File: src/rtl/mem_port_arbiter_if.sv
// mem_port_arbiter_if: client request bus plus MCB cmd/wr/rd FIFO port of the arbiter
interface mem_port_arbiter_if #(
    parameter int NCH       = 2,
    parameter int ADDR_W    = 18,
    parameter int BURST_MAX = 16
);
    localparam int LEN_W = $clog2(BURST_MAX + 1);
    logic                  calib_done;
    logic [NCH-1:0]        req, req_wren, wr_take, rd_valid, ack;
    logic [NCH*ADDR_W-1:0] req_addr;
    logic [NCH*LEN_W-1:0]  req_len;
    logic [NCH*32-1:0]     req_wdata;
    logic [31:0]           rdata;
    logic                  cmd_en, cmd_full;
    logic [2:0]            cmd_instr;
    logic [5:0]            cmd_bl;
    logic [29:0]           cmd_byte_addr;
    logic                  wr_en, wr_full, wr_empty, wr_underrun;
    logic [31:0]           wr_data;
    logic [3:0]            wr_mask;
    logic                  rd_en, rd_empty, rd_overflow;
    logic [31:0]           rd_data;
    logic                  busy, err;
    logic [3:0]            state_dbg;

    modport slave (
        input  calib_done, req, req_wren, req_addr, req_len, req_wdata,
        input  cmd_full, wr_full, wr_empty, wr_underrun, rd_data, rd_empty, rd_overflow,
        output wr_take, rdata, rd_valid, ack, cmd_en, cmd_instr, cmd_bl, cmd_byte_addr,
        output wr_en, wr_data, wr_mask, rd_en, busy, err, state_dbg
    );
    modport master (
        output calib_done, req, req_wren, req_addr, req_len, req_wdata,
        output cmd_full, wr_full, wr_empty, wr_underrun, rd_data, rd_empty, rd_overflow,
        input  wr_take, rdata, rd_valid, ack, cmd_en, cmd_instr, cmd_bl, cmd_byte_addr,
        input  wr_en, wr_data, wr_mask, rd_en, busy, err, state_dbg
    );
endinterface

File: src/rtl/mem_port_arbiter.sv
// mem_port_arbiter: round-robin arbiter of NCH burst clients onto one LPDDR MCB user port; define MEM_ARB_WRITE_FLUSH_EN to hold write ack until the MCB write FIFO drains
module mem_port_arbiter #(
    parameter int NCH        = 2,
    parameter int ADDR_W     = 18,
    parameter int ADDR_SHIFT = 3,
    parameter int BURST_MAX  = 16
) (
    input  logic              modified_clock_sram_i,
    input  logic              ddr_core_rst_i,
    mem_port_arbiter_if.slave bus
);
    localparam int LEN_W = $clog2(BURST_MAX + 1);
    localparam int GW    = NCH > 1 ? $clog2(NCH) : 1;

    typedef enum logic [3:0] {
        INIT     = 4'd0,
        IDLE     = 4'd1,
        WR_FILL  = 4'd2,
        WR_CMD   = 4'd3,
        WR_FLUSH = 4'd4,
        RD_CMD   = 4'd5,
        RD_DATA  = 4'd6,
        DONE     = 4'd7
    } state_t;

    state_t            state_q;
    logic [GW-1:0]     g_q, last_q, pick_d;
    logic [ADDR_W-1:0] addr_q;
    logic [LEN_W-1:0]  len_q, cnt_q, len_d, rl_d;
    logic [NCH-1:0]    rd_valid_q, ack_q, req_m, rot_d, g_oh;
    logic [31:0]       rdata_q;
    logic              err_q, wr_go, cmd_go, rd_go;
    logic [63:0]       byte_addr;

    // Round-robin pick: rotate so bit 0 is the channel after last_grant, take the lowest set bit.
    // A request whose ack is on the bus this cycle is its old request still held, so it is masked.
    always_comb begin
        int off;
        off   = 0;
        req_m = bus.req & ~ack_q;
        rot_d = NCH'({req_m, req_m} >> (int'(last_q) + 1));
        for (int k = NCH - 1; k >= 0; k--) if (rot_d[k]) off = k;
        pick_d = GW'((int'(last_q) + 1 + off) % NCH);
        rl_d   = bus.req_len[pick_d*LEN_W +: LEN_W];
        len_d  = rl_d == '0 ? LEN_W'(1) : (rl_d > LEN_W'(BURST_MAX) ? LEN_W'(BURST_MAX) : rl_d);
    end

    assign g_oh      = NCH'(1) << g_q;
    assign byte_addr = 64'(addr_q) << ADDR_SHIFT;
    assign wr_go     = state_q == WR_FILL && !bus.wr_full;
    assign cmd_go    = (state_q == WR_CMD || state_q == RD_CMD) && !bus.cmd_full;
    assign rd_go     = state_q == RD_DATA && !bus.rd_empty;

    assign bus.cmd_en        = cmd_go;
    assign bus.cmd_instr     = {2'b00, state_q == RD_CMD};
    assign bus.cmd_bl        = 6'(len_q - LEN_W'(1));
    assign bus.cmd_byte_addr = byte_addr[29:0];
    assign bus.wr_en         = wr_go;
    assign bus.wr_data       = bus.req_wdata[g_q*32 +: 32];
    assign bus.wr_mask       = 4'd0;
    assign bus.wr_take       = wr_go ? g_oh : '0;
    assign bus.rd_en         = rd_go;
    assign bus.rdata         = rdata_q;
    assign bus.rd_valid      = rd_valid_q;
    assign bus.ack           = ack_q;
    assign bus.err           = err_q;
    // INIT counts as not busy so that everything reads 0 until calibration completes.
    assign bus.busy          = !(state_q == IDLE || state_q == INIT);
    assign bus.state_dbg     = state_q;

    // Transaction FSM with the registered read-data, pulse and sticky error outputs.
    always_ff @(posedge modified_clock_sram_i) begin
        if (ddr_core_rst_i) begin
            state_q    <= INIT;
            last_q     <= GW'(NCH - 1);
            g_q        <= '0;
            addr_q     <= '0;
            len_q      <= '0;
            cnt_q      <= '0;
            rd_valid_q <= '0;
            ack_q      <= '0;
            rdata_q    <= '0;
            err_q      <= 1'b0;
        end else begin
            rd_valid_q <= '0;
            ack_q      <= '0;
            err_q      <= err_q | bus.wr_underrun | bus.rd_overflow;
            case (state_q)
                INIT: if (bus.calib_done) state_q <= IDLE;
                IDLE: if (|req_m) begin
                    g_q     <= pick_d;
                    addr_q  <= bus.req_addr[pick_d*ADDR_W +: ADDR_W];
                    len_q   <= len_d;
                    cnt_q   <= len_d;
                    state_q <= bus.req_wren[pick_d] ? WR_FILL : RD_CMD;
                end
                WR_FILL: if (wr_go) begin
                    cnt_q <= cnt_q - LEN_W'(1);
                    if (cnt_q == LEN_W'(1)) state_q <= WR_CMD;
                end
`ifdef MEM_ARB_WRITE_FLUSH_EN
                WR_CMD: if (cmd_go) state_q <= WR_FLUSH;
`else
                WR_CMD: if (cmd_go) state_q <= DONE;
`endif
                WR_FLUSH: if (bus.wr_empty) state_q <= DONE;
                RD_CMD: if (cmd_go) state_q <= RD_DATA;
                RD_DATA: if (rd_go) begin
                    rdata_q    <= bus.rd_data;
                    rd_valid_q <= g_oh;
                    cnt_q      <= cnt_q - LEN_W'(1);
                    if (cnt_q == LEN_W'(1)) state_q <= DONE;
                end
                DONE: begin
                    ack_q   <= g_oh;
                    last_q  <= g_q;
                    state_q <= IDLE;
                end
                default: state_q <= INIT;
            endcase
        end
    end
endmodule

File: src/flat_wrapper.sv
// flat-port wrapper written by rule: the top's interface ports become plain ports
module mem_port_arbiter_flat 
#(
    parameter int NCH        = 2,
    parameter int ADDR_W     = 18,
    parameter int ADDR_SHIFT = 3,
    parameter int BURST_MAX  = 16
)
  (modified_clock_sram_i, ddr_core_rst_i, bus_calib_done, bus_req, bus_req_wren, bus_req_addr, bus_req_len, bus_req_wdata, bus_cmd_full, bus_wr_full, bus_wr_empty, bus_wr_underrun, bus_rd_data, bus_rd_empty, bus_rd_overflow, bus_wr_take, bus_rdata, bus_rd_valid, bus_ack, bus_cmd_en, bus_cmd_instr, bus_cmd_bl, bus_cmd_byte_addr, bus_wr_en, bus_wr_data, bus_wr_mask, bus_rd_en, bus_busy, bus_err, bus_state_dbg);
  mem_port_arbiter_if #(.NCH(NCH), .ADDR_W(ADDR_W), .BURST_MAX(BURST_MAX)) bus_i ();
  input  logic modified_clock_sram_i;
  input  logic ddr_core_rst_i;
  input wire logic [$bits(bus_i.calib_done)-1:0] bus_calib_done;
  input wire logic [$bits(bus_i.req)-1:0] bus_req;
  input wire logic [$bits(bus_i.req_wren)-1:0] bus_req_wren;
  input wire logic [$bits(bus_i.req_addr)-1:0] bus_req_addr;
  input wire logic [$bits(bus_i.req_len)-1:0] bus_req_len;
  input wire logic [$bits(bus_i.req_wdata)-1:0] bus_req_wdata;
  input wire logic [$bits(bus_i.cmd_full)-1:0] bus_cmd_full;
  input wire logic [$bits(bus_i.wr_full)-1:0] bus_wr_full;
  input wire logic [$bits(bus_i.wr_empty)-1:0] bus_wr_empty;
  input wire logic [$bits(bus_i.wr_underrun)-1:0] bus_wr_underrun;
  input wire logic [$bits(bus_i.rd_data)-1:0] bus_rd_data;
  input wire logic [$bits(bus_i.rd_empty)-1:0] bus_rd_empty;
  input wire logic [$bits(bus_i.rd_overflow)-1:0] bus_rd_overflow;
  output wire logic [$bits(bus_i.wr_take)-1:0] bus_wr_take;
  output wire logic [$bits(bus_i.rdata)-1:0] bus_rdata;
  output wire logic [$bits(bus_i.rd_valid)-1:0] bus_rd_valid;
  output wire logic [$bits(bus_i.ack)-1:0] bus_ack;
  output wire logic [$bits(bus_i.cmd_en)-1:0] bus_cmd_en;
  output wire logic [$bits(bus_i.cmd_instr)-1:0] bus_cmd_instr;
  output wire logic [$bits(bus_i.cmd_bl)-1:0] bus_cmd_bl;
  output wire logic [$bits(bus_i.cmd_byte_addr)-1:0] bus_cmd_byte_addr;
  output wire logic [$bits(bus_i.wr_en)-1:0] bus_wr_en;
  output wire logic [$bits(bus_i.wr_data)-1:0] bus_wr_data;
  output wire logic [$bits(bus_i.wr_mask)-1:0] bus_wr_mask;
  output wire logic [$bits(bus_i.rd_en)-1:0] bus_rd_en;
  output wire logic [$bits(bus_i.busy)-1:0] bus_busy;
  output wire logic [$bits(bus_i.err)-1:0] bus_err;
  output wire logic [$bits(bus_i.state_dbg)-1:0] bus_state_dbg;
  assign bus_i.calib_done = bus_calib_done;
  assign bus_i.req = bus_req;
  assign bus_i.req_wren = bus_req_wren;
  assign bus_i.req_addr = bus_req_addr;
  assign bus_i.req_len = bus_req_len;
  assign bus_i.req_wdata = bus_req_wdata;
  assign bus_i.cmd_full = bus_cmd_full;
  assign bus_i.wr_full = bus_wr_full;
  assign bus_i.wr_empty = bus_wr_empty;
  assign bus_i.wr_underrun = bus_wr_underrun;
  assign bus_i.rd_data = bus_rd_data;
  assign bus_i.rd_empty = bus_rd_empty;
  assign bus_i.rd_overflow = bus_rd_overflow;
  assign bus_wr_take = bus_i.wr_take;
  assign bus_rdata = bus_i.rdata;
  assign bus_rd_valid = bus_i.rd_valid;
  assign bus_ack = bus_i.ack;
  assign bus_cmd_en = bus_i.cmd_en;
  assign bus_cmd_instr = bus_i.cmd_instr;
  assign bus_cmd_bl = bus_i.cmd_bl;
  assign bus_cmd_byte_addr = bus_i.cmd_byte_addr;
  assign bus_wr_en = bus_i.wr_en;
  assign bus_wr_data = bus_i.wr_data;
  assign bus_wr_mask = bus_i.wr_mask;
  assign bus_rd_en = bus_i.rd_en;
  assign bus_busy = bus_i.busy;
  assign bus_err = bus_i.err;
  assign bus_state_dbg = bus_i.state_dbg;
  mem_port_arbiter #(.NCH(NCH), .ADDR_W(ADDR_W), .ADDR_SHIFT(ADDR_SHIFT), .BURST_MAX(BURST_MAX)) u_core (.modified_clock_sram_i(modified_clock_sram_i), .ddr_core_rst_i(ddr_core_rst_i), .bus(bus_i));
endmodule
File: config.mk
export PLATFORM = sky130hd
export DESIGN_NAME = mem_port_arbiter_flat
export DESIGN_NICKNAME = d
export VERILOG_FILES = /design/src/rtl/mem_port_arbiter_if.sv /design/src/rtl/mem_port_arbiter.sv /design/src/flat_wrapper.sv
export SDC_FILE = /design/constraint.sdc
export NUM_CORES = 1
export LEC_CHECK = 0
export CAP_MARGIN = 30
export CORE_MARGIN = 5
export CORE_UTILIZATION = 35
export DETAILED_ROUTE_END_ITERATION = 6
export PLACE_DENSITY = 0.93
export SLEW_MARGIN = 20
export SYNTH_ARGS = -nofsm -noshare
export SYNTH_HDL_FRONTEND = slang
export SYNTH_SLANG_ARGS = --single-unit
File: constraint.sdc
create_clock -name modified_clock_sram_i -period 1.9 [get_ports modified_clock_sram_i]
set_input_delay 0.38 -clock modified_clock_sram_i [delete_from_list [all_inputs] [get_ports modified_clock_sram_i]]
set_output_delay 0.38 -clock modified_clock_sram_i [all_outputs]
set_load 0.02 [all_outputs]
==> out/results.ini, run 1 <==
[final_layout]
drive_above_1_share_pct=21.89
n_antenna_cell=0
syn2layout_area_growth_pct=79.67
fin_area_um2=6778
num-nets-final=852

[floorplan]
rows=38
num_io_pins=277
dieArea_um2=12960
start_util_pct=35.26
die_w_um=113.8
dieHeight_um=113.8
coreArea_um2=10700

[logic_synthesis]
synth_area_leaders=dfxtp_1, mux2_2, nand2_1
yosysWarnings=0
synth_cell_types=56
synth_commonest_cells=nand2_1, dfxtp_1, a21oi_1, mux2_2, nor2_1
synth_top_area_share_pct=37.15
synth_ff_type=dfxtp_1
synthCells=429
synth_area_um2=3772
ys_ff_latch=70
async_flop_share_pct=0
yosysTopAreaCell=dfxtp_1
synth_most_common_cell=nand2_1
seq_area_frac_synth_pct=37.15
synth_edf_count=0
avgSynthCellArea_um2=8.793

[global_route]
grt_pass1_vias=4259
antenna_found_initial=0
grt_overflow=0
grt_max_degree=35
grt_usage_pct=20.87
grt_pass1_wl_um=21670

[sta]
fin_crit_sh_pct=99.30
holdWs_ns=0.4537
timing.final.crit_period_ns=1.887
hold_viol=0
rsz0062_at_grt=true
tightestPinTransition_ns=0.5906
slew_violations=0
fin_worst_skew_ns=0.01018
slew_headroom_pct=60.63
setup_viol=0
fmax_mhz=530.0
fin_ws_ns=0.01337

[placed_design]
post-dp-hpwl_um=11480
place_ws_ns=-0.3993
placed_cell_area_um2=6497
place.gp.congestion=0.8643
port_buffers=257

[cts]
cts_tree=done
cts-root-buf=clkbuf_8
clk_latency_ns=0.33
cts_inserted_buffers=9
cts.sinks=70
clockBufferDepth=2
h-tree-depth=3
clk_pin_slew_worst_paths_ns=0.07

[critical_path]
cp_cell_sequence=bufbuf_16, mux2_2, buf_4
cp_slowest_cell=dfxtp_4
crit_arrival_ns=1.51
start_kind=register
cp_max_fo=13
worstSetupPathType=reg -> out
cp_top_family=buffers and inverters
cp.required_ns=1.52
cp-end-kind=output port
slowest_delay_ns=0.37
cp_num_buf_inv=2

[drt]
wirelength_met1_um=5571
drt-vias-per-instance=4.822
wl_met3_um=1101
drt_wl_total_um=14470
topRoutingLayerUsed=met4
drtIter0Drc=215
wl_per_cell_um=17.25
drc=0
drtPass1Iterations=4
vias=4046
ant_nets=0
wl_met2_um=7618

[pwr]
p_leak_uw=0.002670
power-per-cell-area_nw_per_um2=1102
peakVddDrop_uv=807.3

[run]
maxCapViolations=0

[worst_hold_path]
worstHoldPathType=reg -> reg

[run_status]
status=complete, no violations

[flip-flops by register name (all words and copies together), names as in the netlist]
register / count
u_core.bus.err: 1
u_core.bus.rd_valid: 2
u_core.cnt_q: 5
u_core.bus.rdata: 32
u_core.addr_q: 18
u_core.bus.state_dbg: 3
u_core.len_q: 5
u_core.last_q: 1
u_core.g_q: 1
u_core.bus.ack: 2
[kinds of logic (layout without fill, tap and decap cells)]
logic type | after synthesis | after routing | share of synthesized area [%]
AOI/OAI and AO/OA | 86 | 86 | 16.32
and+or+nand+nor | 147 | 147 | 18.18
DFF | 70 | 70 | 37.15
xor gates and xnor gates | 5 | 5 | 1.161
buffers and inverters | 61 | 313 | 10.08
muxes | 55 | 55 | 15.72
adders and majority gates | 4 | 4 | 1.294
other | 1 | 19 | 0.09941
[area by class of cell]
class | count | area [um^2]
clock buffers | 11 | 151.4
clock inverters | 5 | 128.9
fillers | 885 | 3920
inverters | 11 | 46.29
multi-input cells | 316 | 2130
flip-flops and latches | 70 | 1405
well taps | 140 | 175.2
repair buffers | 286 | 2741
[cell usage in the layout (no fill, tap or decap), types with 3 or more instances in the layout]
| master | Yosys | routed |
|---|---|---|
| dlygate4sd2_1 | 0 | 4 |
| buf_2 | 6 | 29 |
| nor3_1 | 11 | 8 |
| dfxtp_1 | 70 | 69 |
| nor3b_2 | 2 | 3 |
| inv_1 | 9 | 9 |
| buf_6 | 6 | 3 |
| nand2b_1 | 5 | 5 |
| bufinv_16 | 0 | 4 |
| nor3_2 | 1 | 4 |
| clkbuf_2 | 0 | 3 |
| a21oi_1 | 42 | 42 |
| a211oi_2 | 8 | 8 |
| xnor2_1 | 3 | 3 |
| conb_1 | 1 | 19 |
| mux2_2 | 34 | 33 |
| nand2_1 | 75 | 75 |
| buf_4 | 25 | 25 |
| nand3_1 | 3 | 3 |
| ha_1 | 3 | 3 |
| clkdlybuf4s50_1 | 0 | 209 |
| a211oi_1 | 12 | 12 |
| mux2i_1 | 21 | 20 |
| and2_1 | 3 | 3 |
| buf_12 | 0 | 6 |
| nor2_1 | 30 | 29 |
| clkbuf_8 | 0 | 11 |
[power by group]
part	total [uW]	switching [uW]	internal, uW
combinational	3900	1980	1910
sequential	1910	184	1720
clock	1660	584	1080
total	7470	2750	4720
[layer usage]
layer	track usage, %	up-vias
met1	24.07	1896
li1	-	1972
met4	5.305	0
met5	0	-
met3	5.836	16
met2	37.97	162
[worst min-delay path: stages, from the launching register on]
cell     delay, ns
dfxtp_1       0.31
nand2_1       0.05
a21oi_1       0.05
[path summary, 6_finish.rpt]
check | startpoint | end | slack [ns] | cells after the start
min reg2reg | u_core.bus.rdata[29]$_SDFFE_PP0P_ | u_core.bus.rdata[29]$_SDFFE_PP0P_ | 0.45 | 2
min | u_core.bus.rdata[29]$_SDFFE_PP0P_ | u_core.bus.rdata[29]$_SDFFE_PP0P_ | 0.45 | 2
max reg2reg | u_core.bus.state_dbg[0]$_SDFFE_PP0P_ | u_core.addr_q[0]$_SDFFE_PP0P_ | 0.14 | 6
max | u_core.g_q$_SDFFE_PP0P_ | bus_wr_data[17] | 0.01 | 3
[repair_timing]
action / CTS / global route
hold buffers: 0 / 0
pin swaps: 0 / 3
gates cloned: 1 / 1
endpoints found under the setup margin: 44 / 50
setup buffers: 2 / 2
gates resized for setup: 151 / 30
[metrics by stage]
| step | setup TNS (ns) | util [%] | power (uW) | instances |
|---|---|---|---|---|
| 2_1_floorplan | 0 | - | 4128 | 447 |
| 3_3_place_gp | -6.973 | 60.74 | 5640 | 817 |
| 3_5_place_dp | -11.46 | 60.74 | 5779 | 817 |
| 4_1_cts | -0.07517 | 62.36 | 7350 | 836 |
| 5_1_grt | -0.2856 | 63.36 | 7869 | 839 |
| 6_report | 0 | 63.36 | 7469 | 839 |
Note: power is estimated with default switching activity, not from simulation.
==> run 2, diff against run 1 <==
--- a/config.mk
+++ b/config.mk
@@ -5,6 +5,7 @@
 export SDC_FILE = /design/constraint.sdc
 export NUM_CORES = 1
 export LEC_CHECK = 0
+export ABC_AREA = 0
 export CAP_MARGIN = 30
 export CORE_MARGIN = 5
 export CORE_UTILIZATION = 35
==> constraint.sdc (replaced) <==
create_clock -name modified_clock_sram_i -period 1.9 [get_ports modified_clock_sram_i]
set_input_delay 0.38 -clock modified_clock_sram_i [delete_from_list [all_inputs] [get_ports modified_clock_sram_i]]
set_output_delay 0.38 -clock modified_clock_sram_i [all_outputs]
set_load 0.01 [all_outputs]
==> out/results.ini, run 2 (synthesis results as in run 1) <==
[run_status]
status=complete, no violations

[floorplan]
num_io_pins=277
die_w_um=113.8
start_util_pct=35.26
coreArea_um2=10700
dieHeight_um=113.8
dieArea_um2=12960
rows=38

[pwr]
peakVddDrop_uv=739.9
p_leak_uw=0.002696
power.net_switching_uw=2489
switching_share_pct=35.54
power-per-cell-area_nw_per_um2=1022
internal_power_uw=4514
power_frac_seq_pct=27.7
clockPowerShare_pct=19.2
combPwrFrac_pct=53.1

[critical_path]
worst_r2r_path_depth=7
cp_slowest_cell=dfxtp_4
crit_arrival_ns=1.49
cp-end-kind=output port
crit_cells=4
slowest_delay_ns=0.42
start_kind=register
cp.required_ns=1.52
rr_endpoint=u_core.cnt_q[1]$_SDFFE_PP0P_
cp_max_fo=5
startpoint=u_core.g_q$_SDFFE_PP0P_
reg2reg_slack_ns=0.15
cp_cell_sequence=buf_4, clkbuf_16, mux2_2, buf_2
worstSetupEndpoint=bus_wr_data[28]
reg2reg_from=u_core.bus.state_dbg[2]$_SDFFE_PP0P_
worstSetupPathType=reg -> out
cp_top_family=buffers and inverters
cp_num_buf_inv=3

[worst_hold_path]
whs_path_depth=2
worstHoldPathType=reg -> reg

[sta]
setup_tns_ns=0
fin_worst_skew_ns=0.01178
slew_violations=0
setup_viol=0
fin_crit_sh_pct=98.21
holdWs_ns=0.4581
hold_viol=0
fin_ws_ns=0.03394
fmax_mhz=535.9
timing.final.crit_period_ns=1.866
slew_headroom_pct=63.47
tightestPinTransition_ns=0.5480
rsz0062_at_grt=true

[cts]
clockBufferDepth=2
cts.sinks=70
cts_inserted_buffers=9
cts_tree=done
cts_hold_buf=0
cts-root-buf=clkbuf_8
clk_pin_slew_worst_paths_ns=0.08
clk_latency_ns=0.34
h-tree-depth=3

[placed_design]
place.gp.congestion=0.9586
place_ws_ns=-0.3360
port_buffers=257
post-dp-hpwl_um=11420
placed_cell_area_um2=6491

[global_route]
grt_pass1_vias=4300
grt_max_degree=35
grt_usage_pct=20.90
grt_pass1_wl_um=21770
antenna_found_initial=0
grt_overflow=0

[final_layout]
fillCellCount=857
layout_common_cells=clkdlybuf4s50_1, nand2_1, dfxtp_1
multi_input_area_um2=2140
final_common_cell=clkdlybuf4s50_1
regArea_um2=1410
fin_area_um2=6854
largest_reg_flops=32
drive_above_1_share_pct=22.14
syn2layout_area_growth_pct=81.69
n_antenna_cell=0
num-nets-final=862

[drt]
drt_wl_total_um=14610
ant_nets=0
wl_per_cell_um=17.21
drt-vias-per-instance=4.876
drtPass1Iterations=5
drtIter0Drc=232
drc=0
vias=4140

[run]
maxCapViolations=0

## run 2: routing by layer
metal	share of wire [%]	vias to the layer above	GRT usage (%)	wire length [um]
met4	2.8	0	6.651	403
met1	40	1921	24.84	5865
met2	50	186	37.38	7316
met5	0	-	0	0
li1	-	1996	-	-
met3	7.0	37	4.615	1024
## run 2: layout make-up
cell class	count	area share [%]
Sequential cell	70	20.57
Clock buffer	9	1.807
Timing Repair Buffer	296	41.75
Clock inverter	7	1.424
Inverter	11	0.6754
Multi-Input combinational cell	316	31.22
Tap cell	140	2.556
## run 2: metrics by stage
| step | utilization [%] | total power [uW] | cells |
|---|---|---|---|
| global placement | 60.68 | 5300 | 818 |
| floorplan | - | 3760 | 447 |
| detailed placement | 60.68 | 5440 | 818 |
| global route | 64.07 | 7392 | 849 |
| CTS | 63.32 | 6838 | 842 |
| finish | 64.07 | 7004 | 849 |
## run 2: worst min path at each step
stage | end | start | slack, ns
3_3_place_gp | u_core.bus.rdata[22]$_SDFFE_PP0P_ | u_core.bus.rdata[22]$_SDFFE_PP0P_ | 0.44
2_1_floorplan | u_core.len_q[0]$_SDFFE_PP0P_ | u_core.len_q[0]$_SDFFE_PP0P_ | 0.45
6_report | u_core.bus.rdata[7]$_SDFFE_PP0P_ | u_core.bus.rdata[7]$_SDFFE_PP0P_ | 0.46
4_1_cts | u_core.bus.rdata[7]$_SDFFE_PP0P_ | u_core.bus.rdata[7]$_SDFFE_PP0P_ | 0.46
5_1_grt | u_core.bus.rdata[12]$_SDFFE_PP0P_ | u_core.bus.rdata[12]$_SDFFE_PP0P_ | 0.48
3_5_place_dp | u_core.bus.rdata[7]$_SDFFE_PP0P_ | u_core.bus.rdata[7]$_SDFFE_PP0P_ | 0.45
## run 2: worst register-to-register path, cell delays in order (launching register included)
cell and delay (ns):
dfxtp_2 0.37, buf_8 0.17, buf_4 0.14, mux2_2 0.35, nand2_1 0.08, o211ai_1 0.15
a211o_1 0.31, o21ai_1 0.11
## run 2: timing repair
action,4_1_cts,5_1_grt
buffers inserted,7,6
endpoints found under the setup margin,44,35
pin swaps,1,4
gates resized for setup,102,57
cloned,1,2
## run 2: power groups by stage
| stage | Sequential (uW) | Combinational, uW | Clock (uW) |
|---|---|---|---|
| floorplan | 1990 | 1770 | 0 |
| global placement | 1910 | 3390 | 0 |
| detailed placement | 1920 | 3520 | 0 |
| CTS | 1920 | 3530 | 1390 |
| global route | 1970 | 3990 | 1440 |
| finish | 1940 | 3720 | 1350 |
